### src/rtl/lane_deskew_if.sv
// lane_deskew_if: per-lane PHY inputs toward the deskew block, aligned word and status back.
interface lane_deskew_if #(
    parameter int NUM_LANES = 4,
    parameter int DATA_W    = 8,
    parameter int MAX_SKEW  = 3
);
    localparam int DLY_W = $clog2(MAX_SKEW + 1);
    logic [NUM_LANES-1:0]        lane_valid;
    logic [NUM_LANES*DATA_W-1:0] lane_data;
    logic [NUM_LANES*DATA_W-1:0] word_out;
    logic                        word_valid;
    logic                        locked;
    logic                        align_err;
    logic [NUM_LANES*DLY_W-1:0]  lane_delay;
    modport master (
        output lane_valid, lane_data,
        input  word_out, word_valid, locked, align_err, lane_delay
    );
    modport slave (
        input  lane_valid, lane_data,
        output word_out, word_valid, locked, align_err, lane_delay
    );
endinterface

### src/rtl/lane_deskew.sv
// lane_deskew: measures inter-lane skew from each lane's valid rising edge and delays
// every lane so all lanes present one aligned, concatenated word.
module lane_deskew #(
    parameter int NUM_LANES = 4,
    parameter int DATA_W    = 8,
    parameter int MAX_SKEW  = 3
) (
    input  logic         clk,
    input  logic         resetn,
    lane_deskew_if.slave bus
);
    localparam int DLY_W = $clog2(MAX_SKEW + 1);
    localparam int CNT_W = DLY_W + 1;
    localparam int W     = NUM_LANES * DATA_W;
    localparam logic [CNT_W-1:0] MAX_C = CNT_W'(MAX_SKEW);

    typedef enum logic [2:0] {IDLE, ARM, ACQ, LOCKED, WAIT} state_t;

    state_t               state_q, state_d;
    logic [NUM_LANES-1:0] tv_q [MAX_SKEW+1];
    logic [NUM_LANES-1:0] tv_d [MAX_SKEW+1];
    logic [W-1:0]         td_q [MAX_SKEW+1];
    logic [W-1:0]         td_d [MAX_SKEW+1];
    logic [CNT_W-1:0]     cnt_q, cnt_d;
    logic [CNT_W-1:0]     start_q [NUM_LANES];
    logic [CNT_W-1:0]     start_d [NUM_LANES];
    logic [DLY_W-1:0]     delay_q [NUM_LANES];
    logic [DLY_W-1:0]     delay_d [NUM_LANES];
    logic [NUM_LANES-1:0] seen_q, seen_d;
    logic [W-1:0]         word_q, word_d;
    logic                 word_valid_q, word_valid_d;
    logic                 locked_q, locked_d;
    logic                 err_q, err_d;
    logic                 primed_q;
    logic [NUM_LANES-1:0] rise, seen_now, av;
    logic [W-1:0]         ad;
    logic [CNT_W-1:0]     c;
    logic                 lock_now;

    always_comb begin
        tv_d[0] = bus.lane_valid;
        td_d[0] = bus.lane_data;
        for (int k = 1; k <= MAX_SKEW; k++) begin
            tv_d[k] = tv_q[k-1];
            td_d[k] = td_q[k-1];
        end
        rise     = tv_q[0] & ~tv_q[1];
        c        = (state_q == ARM) ? '0 : cnt_q + 1'b1;
        seen_now = seen_q | rise;
        state_d  = state_q;
        cnt_d    = cnt_q;
        seen_d   = seen_q;
        start_d  = start_q;
        delay_d  = delay_q;
        err_d    = 1'b0;
        lock_now = 1'b0;
        for (int l = 0; l < NUM_LANES; l++)
            if (rise[l] && !seen_q[l]) start_d[l] = c;
        // primed_q keeps a packet already in flight at reset release from being acquired mid-stream
        case (state_q)
            IDLE: begin
                seen_d = '0;
                if (primed_q && tv_q[0] == '0) state_d = ARM;
            end
            ARM: if (|rise) begin
                seen_d   = rise;
                cnt_d    = '0;
                state_d  = ACQ;
                lock_now = &rise;
            end
            ACQ: begin
                cnt_d  = c;
                seen_d = seen_now;
                if (|(seen_q & ~tv_q[0]) || c > MAX_C) begin
                    err_d   = 1'b1;
                    state_d = WAIT;
                end else lock_now = &seen_now;
            end
            WAIT: if (tv_q[0] == '0) state_d = IDLE;
            default: ;
        endcase
        if (lock_now) begin
            state_d = LOCKED;
            for (int l = 0; l < NUM_LANES; l++) delay_d[l] = DLY_W'(c - start_d[l]);
        end
        // the lock cycle already uses the fresh delays so beat 0 of every lane is kept
        av = '0;
        ad = '0;
        for (int l = 0; l < NUM_LANES; l++) begin
            av[l] = tv_q[delay_d[l]][l];
            ad[(NUM_LANES-1-l)*DATA_W +: DATA_W] = td_q[delay_d[l]][l*DATA_W +: DATA_W];
        end
        word_d       = word_q;
        word_valid_d = 1'b0;
        if (lock_now || state_q == LOCKED) begin
            if (&av) begin
                word_valid_d = 1'b1;
                word_d       = ad;
            end else if (state_q == LOCKED) begin
                state_d = (|av) ? WAIT : IDLE;
                err_d   = |av;
            end
        end
        locked_d = (state_d == LOCKED);
    end

    always_ff @(posedge clk) begin
        if (!resetn) begin
            state_q      <= IDLE;
            tv_q         <= '{default: '0};
            td_q         <= '{default: '0};
            cnt_q        <= '0;
            start_q      <= '{default: '0};
            delay_q      <= '{default: '0};
            seen_q       <= '0;
            word_q       <= '0;
            word_valid_q <= 1'b0;
            locked_q     <= 1'b0;
            err_q        <= 1'b0;
            primed_q     <= 1'b0;
        end else begin
            state_q      <= state_d;
            tv_q         <= tv_d;
            td_q         <= td_d;
            cnt_q        <= cnt_d;
            start_q      <= start_d;
            delay_q      <= delay_d;
            seen_q       <= seen_d;
            word_q       <= word_d;
            word_valid_q <= word_valid_d;
            locked_q     <= locked_d;
            err_q        <= err_d;
            primed_q     <= 1'b1;
        end
    end

    assign bus.word_out   = word_q;
    assign bus.word_valid = word_valid_q;
    assign bus.locked     = locked_q;
    assign bus.align_err  = err_q;

    always_comb begin
        bus.lane_delay = '0;
        for (int l = 0; l < NUM_LANES; l++) bus.lane_delay[l*DLY_W +: DLY_W] = delay_q[l];
    end
endmodule

### src/flat_wrapper.sv
// flat-port wrapper written by rule: the top's interface ports become plain ports
module lane_deskew_flat 
#(
    parameter int NUM_LANES = 4,
    parameter int DATA_W    = 8,
    parameter int MAX_SKEW  = 3
)
  (clk, resetn, bus_lane_valid, bus_lane_data, bus_word_out, bus_word_valid, bus_locked, bus_align_err, bus_lane_delay);
  lane_deskew_if #(.NUM_LANES(NUM_LANES), .DATA_W(DATA_W), .MAX_SKEW(MAX_SKEW)) bus_i ();
  input  logic clk;
  input  logic resetn;
  input wire logic [$bits(bus_i.lane_valid)-1:0] bus_lane_valid;
  input wire logic [$bits(bus_i.lane_data)-1:0] bus_lane_data;
  output wire logic [$bits(bus_i.word_out)-1:0] bus_word_out;
  output wire logic [$bits(bus_i.word_valid)-1:0] bus_word_valid;
  output wire logic [$bits(bus_i.locked)-1:0] bus_locked;
  output wire logic [$bits(bus_i.align_err)-1:0] bus_align_err;
  output wire logic [$bits(bus_i.lane_delay)-1:0] bus_lane_delay;
  assign bus_i.lane_valid = bus_lane_valid;
  assign bus_i.lane_data = bus_lane_data;
  assign bus_word_out = bus_i.word_out;
  assign bus_word_valid = bus_i.word_valid;
  assign bus_locked = bus_i.locked;
  assign bus_align_err = bus_i.align_err;
  assign bus_lane_delay = bus_i.lane_delay;
  lane_deskew #(.NUM_LANES(NUM_LANES), .DATA_W(DATA_W), .MAX_SKEW(MAX_SKEW)) u_core (.clk(clk), .resetn(resetn), .bus(bus_i));
endmodule
### config.mk
export PLATFORM = sky130hd
export DESIGN_NAME = lane_deskew_flat
export DESIGN_NICKNAME = d
export VERILOG_FILES = /design/src/rtl/lane_deskew_if.sv /design/src/rtl/lane_deskew.sv /design/src/flat_wrapper.sv
export SDC_FILE = /design/constraint.sdc
export NUM_CORES = 1
export LEC_CHECK = 0
export BUFFER_PORTS_ARGS = -buffer_cell sky130_fd_sc_hd__buf_4
export CAP_MARGIN = 25
export CORE_MARGIN = 3
export CORE_UTILIZATION = 55
export DETAILED_ROUTE_END_ITERATION = 6
export PLACE_DENSITY = 0.75
export SYNTH_ARGS = -nofsm -noshare
export SYNTH_HDL_FRONTEND = slang
export SYNTH_SLANG_ARGS = --single-unit
export TNS_END_PERCENT = 100
### constraint.sdc
create_clock -name clk -period 4.4 [get_ports clk]
set_clock_uncertainty 0.15 [all_clocks]
set_input_delay 0.66 -clock clk [delete_from_list [all_inputs] [get_ports clk]]
set_output_delay 0.66 -clock clk [all_outputs]
set_load 0.05 [all_outputs]
==> impl_metrics.ini, run 1 <==
[floorplanning]
coreArea_um2 = 13560
die_h_um = 125.3
dieArea_um2 = 15700
die_x_um = 125.3
row_count = 42
ioPinCount = 81
start_util_pct = 57.72

[grt]
gr-usage-all-layers_pct = 19.29
grt_pass1_wl_um = 26000
antenna_found_initial = 0
grt_pass1_vias = 5349
overflow = 0
grt_max_degree = 86

[timing]
worst_pin_slew_ns = 0.9727
finalHoldViolCount = 0
fin_tns_setup_ns = 0
drv_slew = 0
timing.final.ws_setup_ns = 0.4181
holdWs_ns = 0.2212
fmax_mhz = 251.1
slew-limit-headroom_pct = 35.08
period_needed_ns = 3.982
setup_viol_count_final = 0
min_period_over_period_pct = 90.50
rsz0062_at_grt = false

[yosys]
synth_top_area_share_pct = 52.69
synth.area.top_cells = dfxtp_1 53%, and2_1 12%, mux2i_1 6.0%
synth_xor_area_share_pct = 1.007
synth_edf_count = 0
syn_inst = 727
synth_compound_area_share_pct = 13.16
yosysSeqAreaShare_pct = 52.69
async_flop_share_pct = 0
synth.area.mux_share_pct = 8.361
synth.most_common_cell = dfxtp_1
synth.largest_area_cell = dfxtp_1
synth_cell_types = 59
syn_area_um2 = 7826
yosys_warnings = 0
synth-seq-cells = 206
synth-main-ff-cell = dfxtp_1
syn_nets = 770
synthSimpleGateAreaFrac_pct = 20.16
postSynthAreaPerCell_um2 = 10.77
synth_top_family_by_area = simple AND/OR/NAND/NOR gates
synth-adder-area-share_pct = 0.7994
synth_commonest_cells = 206 x dfxtp_1, 152 x and2_1, 47 x a21oi_1, 47 x mux2i_1, 33 x a211oi_1

[detailed_routing]
drt_iter0_markers = 432
viasPerCell = 5.426
ant_nets = 0
drc = 0
dr.pass1.iters = 4
num_vias = 5361
totalWireLength_um = 15360
wire_per_inst_um = 15.55

[pwr]
ir_drop_mv = 0.3319
total_leakage_power_nw = 4.104
cellPowerDensity_nw_per_um2 = 417.8

[status]
status = complete, no violations

[placement]
place_ws_ns = 0.1779
portBuffers = 80
dpl.hpwl_um = 9733
gp_congestion = 0.8371

[worst_setup_path]
worstPathMaxFanout = 32
required_ns = 4.68
critPathLaunch = u_core.cnt_q[0]$_SDFFE_PN0P_
r2r-start = u_core.cnt_q[0]$_SDFFE_PN0P_
critPathLaunchType = flip-flop
crit_arrival_ns = 4.27
worst_setup_path_end_kind = flip-flop
crit_type = reg -> reg

[clock_tree]
cts_root_buffer = clkbuf_16
cts_setup_buffers = 0
cts.sinks = 206
cts_tree = yes
worstSkewPairLatency_ns = 0.49
cts_made_buffers = 21
clockBufferDepth = 3
clk_pin_slew_ns = 0.06
htree_levels = 1

[cells_and_area]
diodes = 0
drive_gt1_share_pct = 19.46
final_nets = 840
synthToLayoutAreaGrowth_pct = 16.59

[job]
maxCapViolCount = 0

[min_path]
min_path_type = in -> reg
min_from = bus_lane_data[17]
==> per-layer routing <==
layer	wire [um]	global-route usage [%]	vias to the layer above
met3	772	2.772	29
met4	404	5.804	0
met2	7139	32.02	125
met1	7045	26.33	2573
li1	-	-	2634
met5	0	0	-
==> where the power goes <==
part / total (W) / internal (W) / switching (W)
registers: 0.00195 / 0.00192 / 0.0000294
logic: 0.000207 / 0.000100 / 0.000107
clock network: 0.00166 / 0.000959 / 0.000700
==> stage by stage <==
stage | power [W] | instance area, um2 | utilization [%] | std cells
6_report | 0.003813 | 9125 | 67.30 | 988
5_1_grt | 0.003944 | 9125 | 67.30 | 988
4_1_cts | 0.003843 | 9109 | 67.18 | 987
3_5_place_dp | 0.002193 | 8464 | 62.43 | 949
3_3_place_gp | 0.002183 | 8464 | 62.43 | 949
2_1_floorplan | 0.002130 | 7826 | - | 727
==> layout by cell type, fill, tap and decap left out, types with 3 or more instances in the layout <==
master	n
dfxtp_1	206
or2b_1	3
inv_1	10
clkinv_2	8
nor2_1	25
buf_4	89
clkbuf_1	5
nand2_1	12
o221a_2	3
a21oi_1	47
nor2b_1	23
a22oi_1	4
xnor2_1	4
o21a_1	3
and2b_1	11
a211oi_1	33
ha_1	5
mux2i_1	47
a22o_1	32
clkbuf_16	21
nor2b_4	4
xor2_1	5
mux2i_2	6
mux2_2	5
and2_1	152
o21ai_0	3
==> layout make-up <==
class                      instances  area [um2]
clock buffer                      27       558.0
multi-input combinational        468        3427
fill                            1089        4433
tap                              176       220.2
clock inverter                    11       86.33
sequential                       206        4124
timing repair buffer              89       668.1
inverter                          11       41.29
==> repair_timing <==
item,in CTS,in global routing
hold endpoints to repair,0,0
endpoints found under the setup margin,0,32
hold buffers,0,0
resized for setup,0,1
==> critical path: stages, from the launching register on <==
cell,delay [ns]
dfxtp_1,0.35
ha_1,0.25
xor2_1,0.16
a211oi_2,0.77
o21a_4,0.37
mux2i_2,0.23
buf_4,0.26
mux2i_1,0.32
and4_4,0.35
and3_4,0.49
a22o_1,0.21
==> path summary, 6_finish.rpt <==
path | endpoint | slack [ns] | cells past startpoint
setup / recovery | u_core.bus.word_out[29]$_SDFFE_PN0P_ | 0.42 | 10
hold / removal | u_core.td_d[81]$_SDFF_PN0_ | 0.22 | 2
setup reg to reg | u_core.bus.word_out[29]$_SDFFE_PN0P_ | 0.42 | 10
hold reg to reg | u_core.td_d[29]$_SDFF_PN0_ | 0.30 | 1
==> cells by family after synthesis <==
| family | count (synthesis) |
|---|---|
| buf+inv | 54 |
| fa+ha+maj | 5 |
| compound gates | 143 |
| mux | 60 |
| xor+xnor | 9 |
| simple gates | 250 |
| flops | 206 |
==> sequential cells by signal, indices dropped and copies added (netlist names), 3 cells and up <==
signal and count:
u_core.td_q 32, u_core.seen_q 4, u_core.tv_d 12, u_core.td_d 96, u_core.start_q 8, u_core.bus.lane_delay 8
u_core.bus.word_out 32, u_core.cnt_q 3, u_core.tv_q 4, u_core.state_q 3
Note: power is estimated with default switching activity, not from simulation.
==> inputs of run 2 (changes only) <==
--- a/config.mk
+++ b/config.mk
@@ -6,4 +6,5 @@
 export NUM_CORES = 1
 export LEC_CHECK = 0
+export ABC_AREA = 1
 export BUFFER_PORTS_ARGS = -buffer_cell sky130_fd_sc_hd__buf_4
 export CAP_MARGIN = 25
--- a/constraint.sdc
+++ b/constraint.sdc
@@ -3,3 +3,3 @@
 set_input_delay 0.66 -clock clk [delete_from_list [all_inputs] [get_ports clk]]
 set_output_delay 0.66 -clock clk [all_outputs]
-set_load 0.05 [all_outputs]
+set_load 0.1 [all_outputs]
==> run 2 against run 1 <==
First-iteration DRC count rose by 15%. Total power increased by 12%. Design area rose by 11%. Synthesized area up 11%. Critical endpoint is now u_core.bus.word_out[6]$_SDFFE_PN0P_. Largest power group unchanged.
==> impl_metrics.ini, run 2 <==
[status]
status = complete, no violations

[worst_setup_path]
crit_type = reg -> reg
worstPathMaxFanout = 32
r2r-start = u_core.tv_d[5]$_SDFF_PN0_
rrSetupSlack_ns = 0.85
reg2reg_depth = 22
worst_setup_path_end_kind = flip-flop
required_ns = 4.68
crit_arrival_ns = 3.83
endpoint = u_core.bus.word_out[6]$_SDFFE_PN0P_
critPathLaunch = u_core.tv_d[5]$_SDFF_PN0_
critPathLaunchType = flip-flop
worst_r2r_endpoint = u_core.bus.word_out[6]$_SDFFE_PN0P_

[cells_and_area]
final_common_cell = nand2_1
fillers = 1344
final_cell_mix = 374 x nand2_1, 296 x inv_1, 206 x dfxtp_1, 84 x buf_4, 71 x nor2_1
diodes = 0
multiInputGateArea_um2 = 3189
regArea_um2 = 4124
synthToLayoutAreaGrowth_pct = 16.90
largest_reg_flops = 96
drive_gt1_share_pct = 13.32
final_nets = 1335

[floorplanning]
start_util_pct = 56.69
coreArea_um2 = 15310
die_x_um = 131.6
ioPinCount = 81
die_h_um = 131.6
row_count = 45
dieArea_um2 = 17330

[yosys]
synth.area.mux_share_pct = 0
synth.largest_area_cell = dfxtp_1
syn_inst = 1230
synth.most_common_cell = nand2_1
synth_commonest_cells = 374 x nand2_1, 296 x inv_1, 206 x dfxtp_1, 71 x nor2_1, 68 x nand3_1
synth-adder-area-share_pct = 0.7206
syn_area_um2 = 8682
synth_top_family_by_area = simple AND/OR/NAND/NOR gates
synth-main-ff-cell = dfxtp_1
syn_nets = 1273
synth_top_area_share_pct = 47.50
synth_xor_area_share_pct = 0
synth_edf_count = 0
synth_compound_area_share_pct = 7.580
async_flop_share_pct = 0
synth-seq-cells = 206
postSynthAreaPerCell_um2 = 7.059
synth.area.top_cells = dfxtp_1 47%, nand2_1 16%, inv_1 13%
synth_cell_types = 33
synthSimpleGateAreaFrac_pct = 28.43
yosysSeqAreaShare_pct = 47.50
yosys_warnings = 0

[clock_tree]
clk_pin_slew_ns = 0.06
cts_tree = yes
cts_made_buffers = 22
cts_setup_buffers = 0
ctsHoldBuffers = 0
ctsResizeCount = 0
worstSkewPairLatency_ns = 0.50
clockBufferDepth = 3
htree_levels = 1
cts_root_buffer = clkbuf_16
cts.sinks = 206

[grt]
antenna_found_initial = 0
grt_use_met2_pct = 34.13
gr-usage-all-layers_pct = 20.49
use_met1_pct = 27.28
grt_busiest_layer = met2
use_met3_pct = 3.101
grt_pass1_wl_um = 30480
grt_pass1_vias = 6633
grt_max_degree = 183
overflow = 0

[timing]
rsz0062_at_grt = false
fin_tns_setup_ns = 0
period_needed_ns = 3.550
holdWs_ns = 0.1818
slew-limit-headroom_pct = 31.98
worst_pin_slew_ns = 1.018
drv_slew = 0
fmax_mhz = 281.7
finalHoldViolCount = 0
setup_viol_count_final = 0
min_period_over_period_pct = 80.69

[placement]
portBuffers = 80
gp_congestion = 0.8968
dpl.hpwl_um = 11930

[pwr]
ir_drop_mv = 0.2962
total_leakage_power_nw = 5.932
cellPowerDensity_nw_per_um2 = 419.6

[detailed_routing]
totalWireLength_um = 17860
num_vias = 7102
drc = 0
ant_nets = 0
wire_per_inst_um = 11.77
drt_iter0_markers = 496
viasPerCell = 4.682
dr.pass1.iters = 5

[job]
maxCapViolCount = 0

[min_path]
min_path_type = in -> reg
## run 2: stage by stage
| step | setup slack [ns] | cell area (um2) | power (W) | util (%) | std cells |
|---|---|---|---|---|---|
| 2_1_floorplan | 1.803 | 8682 | 0.002299 | - | 1230 |
| 3_3_place_gp | 0.9215 | 9358 | 0.002398 | 61.10 | 1478 |
| 3_5_place_dp | 0.8992 | 9358 | 0.002405 | 61.10 | 1478 |
| 4_1_cts | 0.8438 | 10120 | 0.004297 | 66.09 | 1516 |
| 5_1_grt | 0.3866 | 10150 | 0.004440 | 66.27 | 1517 |
| 6_report | 0.8495 | 10150 | 0.004258 | 66.27 | 1517 |
## run 2: routing by layer
metal	vias to the layer above	part of all wire (%)
li1	3780	-
met5	-	0
met1	3130	47
met2	153	46
met3	39	4.2
met4	0	2.9
## run 2: how the worst min path moves through the flow
| stage | from | slack, ns | endpoint | depth (start not counted) |
|---|---|---|---|---|
| finish | bus_lane_valid[1] | 0.18 | u_core.tv_d[9]$_SDFF_PN0_ | 3 |
| global route | bus_lane_valid[3] | 0.18 | u_core.tv_d[11]$_SDFF_PN0_ | 3 |
| CTS | bus_lane_valid[1] | 0.16 | u_core.tv_d[9]$_SDFF_PN0_ | 3 |
| detailed placement | u_core.td_d[44]$_SDFF_PN0_ | 0.26 | u_core.td_d[12]$_SDFF_PN0_ | 2 |
| global placement | u_core.td_d[89]$_SDFF_PN0_ | 0.26 | u_core.td_d[57]$_SDFF_PN0_ | 2 |
| floorplan | u_core.td_d[64]$_SDFF_PN0_ | 0.26 | u_core.td_d[32]$_SDFF_PN0_ | 2 |
## run 2: area by class of cell
type | count | share of cell area [%]
clock buffer | 30 | 6.509
clock inverter | 8 | 1.023
inverter | 301 | 11.13
multi-input combinational | 675 | 31.42
sequential | 206 | 40.63
tap | 211 | 2.601
timing repair buffer | 86 | 6.681
## run 2: cells by family after synthesis
group / count (synthesis)
and+or+nand+nor: 575
buffers and inverters: 349
AOI/OAI and AO/OA: 95
adders and majority gates: 5
DFF: 206
## run 2: worst max-delay path: stages (launching register included)
cell	delay [ns]
dfxtp_1	0.33
inv_1	0.07
nand2_1	0.12
inv_1	0.11
nand2_1	0.11
inv_1	0.08
or2_2	0.27
inv_1	0.07
a21oi_1	0.04
ha_1	0.22
inv_1	0.06
nand2_1	0.04
nand2_1	0.05
nand2_1	0.05
nand2_1	0.38
inv_2	0.22
nand2_1	0.11
nand2_1	0.06
nor2_2	0.13
nand2_2	0.13
nor2_8	0.46
nor2_1	0.10
nor2_1	0.09
## run 2: report_power, final
| group | switching, W | internal, W | total (W) |
|---|---|---|---|
| clock | 0.000723 | 0.00117 | 0.00189 |
| sequential | 0.0000379 | 0.00193 | 0.00197 |
| combinational | 0.000271 | 0.000133 | 0.000404 |
==> inputs of run 3 (changes only) <==
- CORE_UTILIZATION: 55 -> 53
- clock period: 4.4 -> 3.03 ns (I/O delays scaled with it)
==> run 3 against run 2 <==
Setup slack lost 0.65 ns. Maximum frequency grew 26%. Global-route usage grew 0.10 points. Highest routed layer unchanged.
==> impl_metrics.ini, run 3 (synthesized netlist as in run 2, its figures left out) <==
[status]
status = complete, no violations

[timing]
drv_slew = 0
holdWs_ns = 0.01633
fmax_mhz = 353.7
setup_viol_count_final = 0
period_needed_ns = 2.828
worst_pin_slew_ns = 0.8276
min_period_over_period_pct = 93.32
fin_tns_setup_ns = 0
slew-limit-headroom_pct = 44.76
finalHoldViolCount = 0
timing.final.ws_setup_ns = 0.2024

[cells_and_area]
final_common_cell = nand2_1
largest_reg_flops = 96
final_nets = 1383
drive_gt1_share_pct = 14.32
diodes = 0
final_cell_mix = 368 x nand2_1, 294 x inv_1, 206 x dfxtp_1, 96 x buf_4, 71 x nor2_1
synthToLayoutAreaGrowth_pct = 22.70
final_cell_count_no_fill = 1571

[clock_tree]
cts.sinks = 206
clockBufferDepth = 3
cts_made_buffers = 21
cts_tree = yes
cts_root_buffer = clkbuf_16
worstSkewPairLatency_ns = 0.50
htree_levels = 1
clk_pin_slew_ns = 0.06
cts_setup_buffers = 0

[grt]
grt_max_degree = 105
overflow = 0
gr-usage-all-layers_pct = 20.59
grt_pass1_wl_um = 30930
grt_pass1_vias = 6654
antenna_found_initial = 0

[floorplanning]
ioPinCount = 81
die_h_um = 134.0
dieArea_um2 = 17950
start_util_pct = 54.46
die_x_um = 134.0
row_count = 46
coreArea_um2 = 15940

[pwr]
total_leakage_power_nw = 6.149
power_w = 0.006227
cellPowerDensity_nw_per_um2 = 584.5
ir_drop_mv = 0.4092

[placement]
dpl.hpwl_um = 12210
place_inst = 1500
gp_congestion = 0.8995
place_ws_ns = 0.1447
portBuffers = 80

[detailed_routing]
totalWireLength_um = 18640
wire_per_inst_um = 11.87
num_vias = 7270
drc = 0
drt_iter0_markers = 485
dr.pass1.iters = 4
ant_nets = 0
viasPerCell = 4.628

[worst_setup_path]
crit_top_cell = inv_1
worst_setup_path_end_kind = flip-flop
slowest_delay_ns = 0.34
slowest_stage = dfxtp_1
crit_buf_inv = 6
worstPathCellList = inv_1, nand2_2, inv_2, nand2_2, inv_1, or2_2, inv_1, a21oi_1, ha_1, inv_1, nand2_2, nand3_1, nand2_1, nand2_1, nand2_1, nor2_2, nand2_4, nor2_8, clkbuf_16, nor2_1, nor2_1
required_ns = 3.32
crit_family = simple AND/OR/NAND/NOR gates
crit_arrival_ns = 3.12
worstPathMaxFanout = 16
crit_type = reg -> reg
critPathLaunchType = flip-flop

[min_path]
min_path_type = in -> reg

[job]
maxCapViolCount = 0
## run 3: cell count changes in the layout (fill, tap and decap cells not counted), moves of 5 or more
cell,before,now
nand2_2,5,10
dlygate4sd3_1,0,32
nand2_1,374,368
clkbuf_8,8,2
buf_12,1,6
buf_4,84,96
clkbuf_1,0,5
## run 3: worst reg2reg max path, cell delays in order (launching register included)
cell and delay [ns]:
dfxtp_1 0.34, inv_1 0.07, nand2_2 0.10, inv_2 0.07
nand2_2 0.08, inv_1 0.07, or2_2 0.27, inv_1 0.07
a21oi_1 0.05, ha_1 0.32, inv_1 0.08, nand2_2 0.06
nand3_1 0.10, nand2_1 0.07, nand2_1 0.07, nand2_1 0.07
nor2_2 0.15, nand2_4 0.10, nor2_8 0.14, clkbuf_16 0.22
nor2_1 0.06, nor2_1 0.08
## run 3: metrics by stage
step	util (%)	instance area (um2)
2_1_floorplan	-	8682
3_3_place_gp	59.93	9554
3_5_place_dp	59.93	9554
4_1_cts	66.54	10610
5_1_grt	66.82	10650
6_report	66.82	10650
## run 3: cell type report
class,count,area (um2)
sequential,206,4124
fill,1370,5290
timing repair buffer,135,1186
inverter,301,1130
clock inverter,10,161.4
clock buffer,28,571.8
tap,216,270.3
multi-input combinational,675,3209
## run 3: path summary, 6_finish.rpt
path | to | slack, ns | start | cells after the start
max | u_core.bus.word_out[6]$_SDFFE_PN0P_ | 0.20 | u_core.tv_d[5]$_SDFF_PN0_ | 21
max reg2reg | u_core.bus.word_out[6]$_SDFFE_PN0P_ | 0.20 | u_core.tv_d[5]$_SDFF_PN0_ | 21
min | u_core.td_d[67]$_SDFF_PN0_ | 0.02 | bus_lane_data[3] | 3
min reg2reg | u_core.td_q[18]$_SDFF_PN0_ | 0.26 | u_core.td_d[18]$_SDFF_PN0_ | 2
## run 3: what timing repair did
action / 4_1_cts / 5_1_grt
setup endpoints to repair: 0 / 34
gates resized for setup: 0 / 9
hold buffers: 32 / 0
endpoints found under the hold margin: 32 / 0
## run 3: report_power, final
part           switching [W]  internal (W)  leakage, nW
Sequential         0.0000583       0.00280         1.68
Combinational       0.000403      0.000238         4.12
Clock                0.00105       0.00167        0.348
## run 3: per-layer routing
layer,track usage (%),share of wire [%],routed length [um]
met2,35.71,48,8977
met1,26.60,45,8471
met4,6.686,2.2,414
met3,2.813,4.2,779
met5,0,0,0
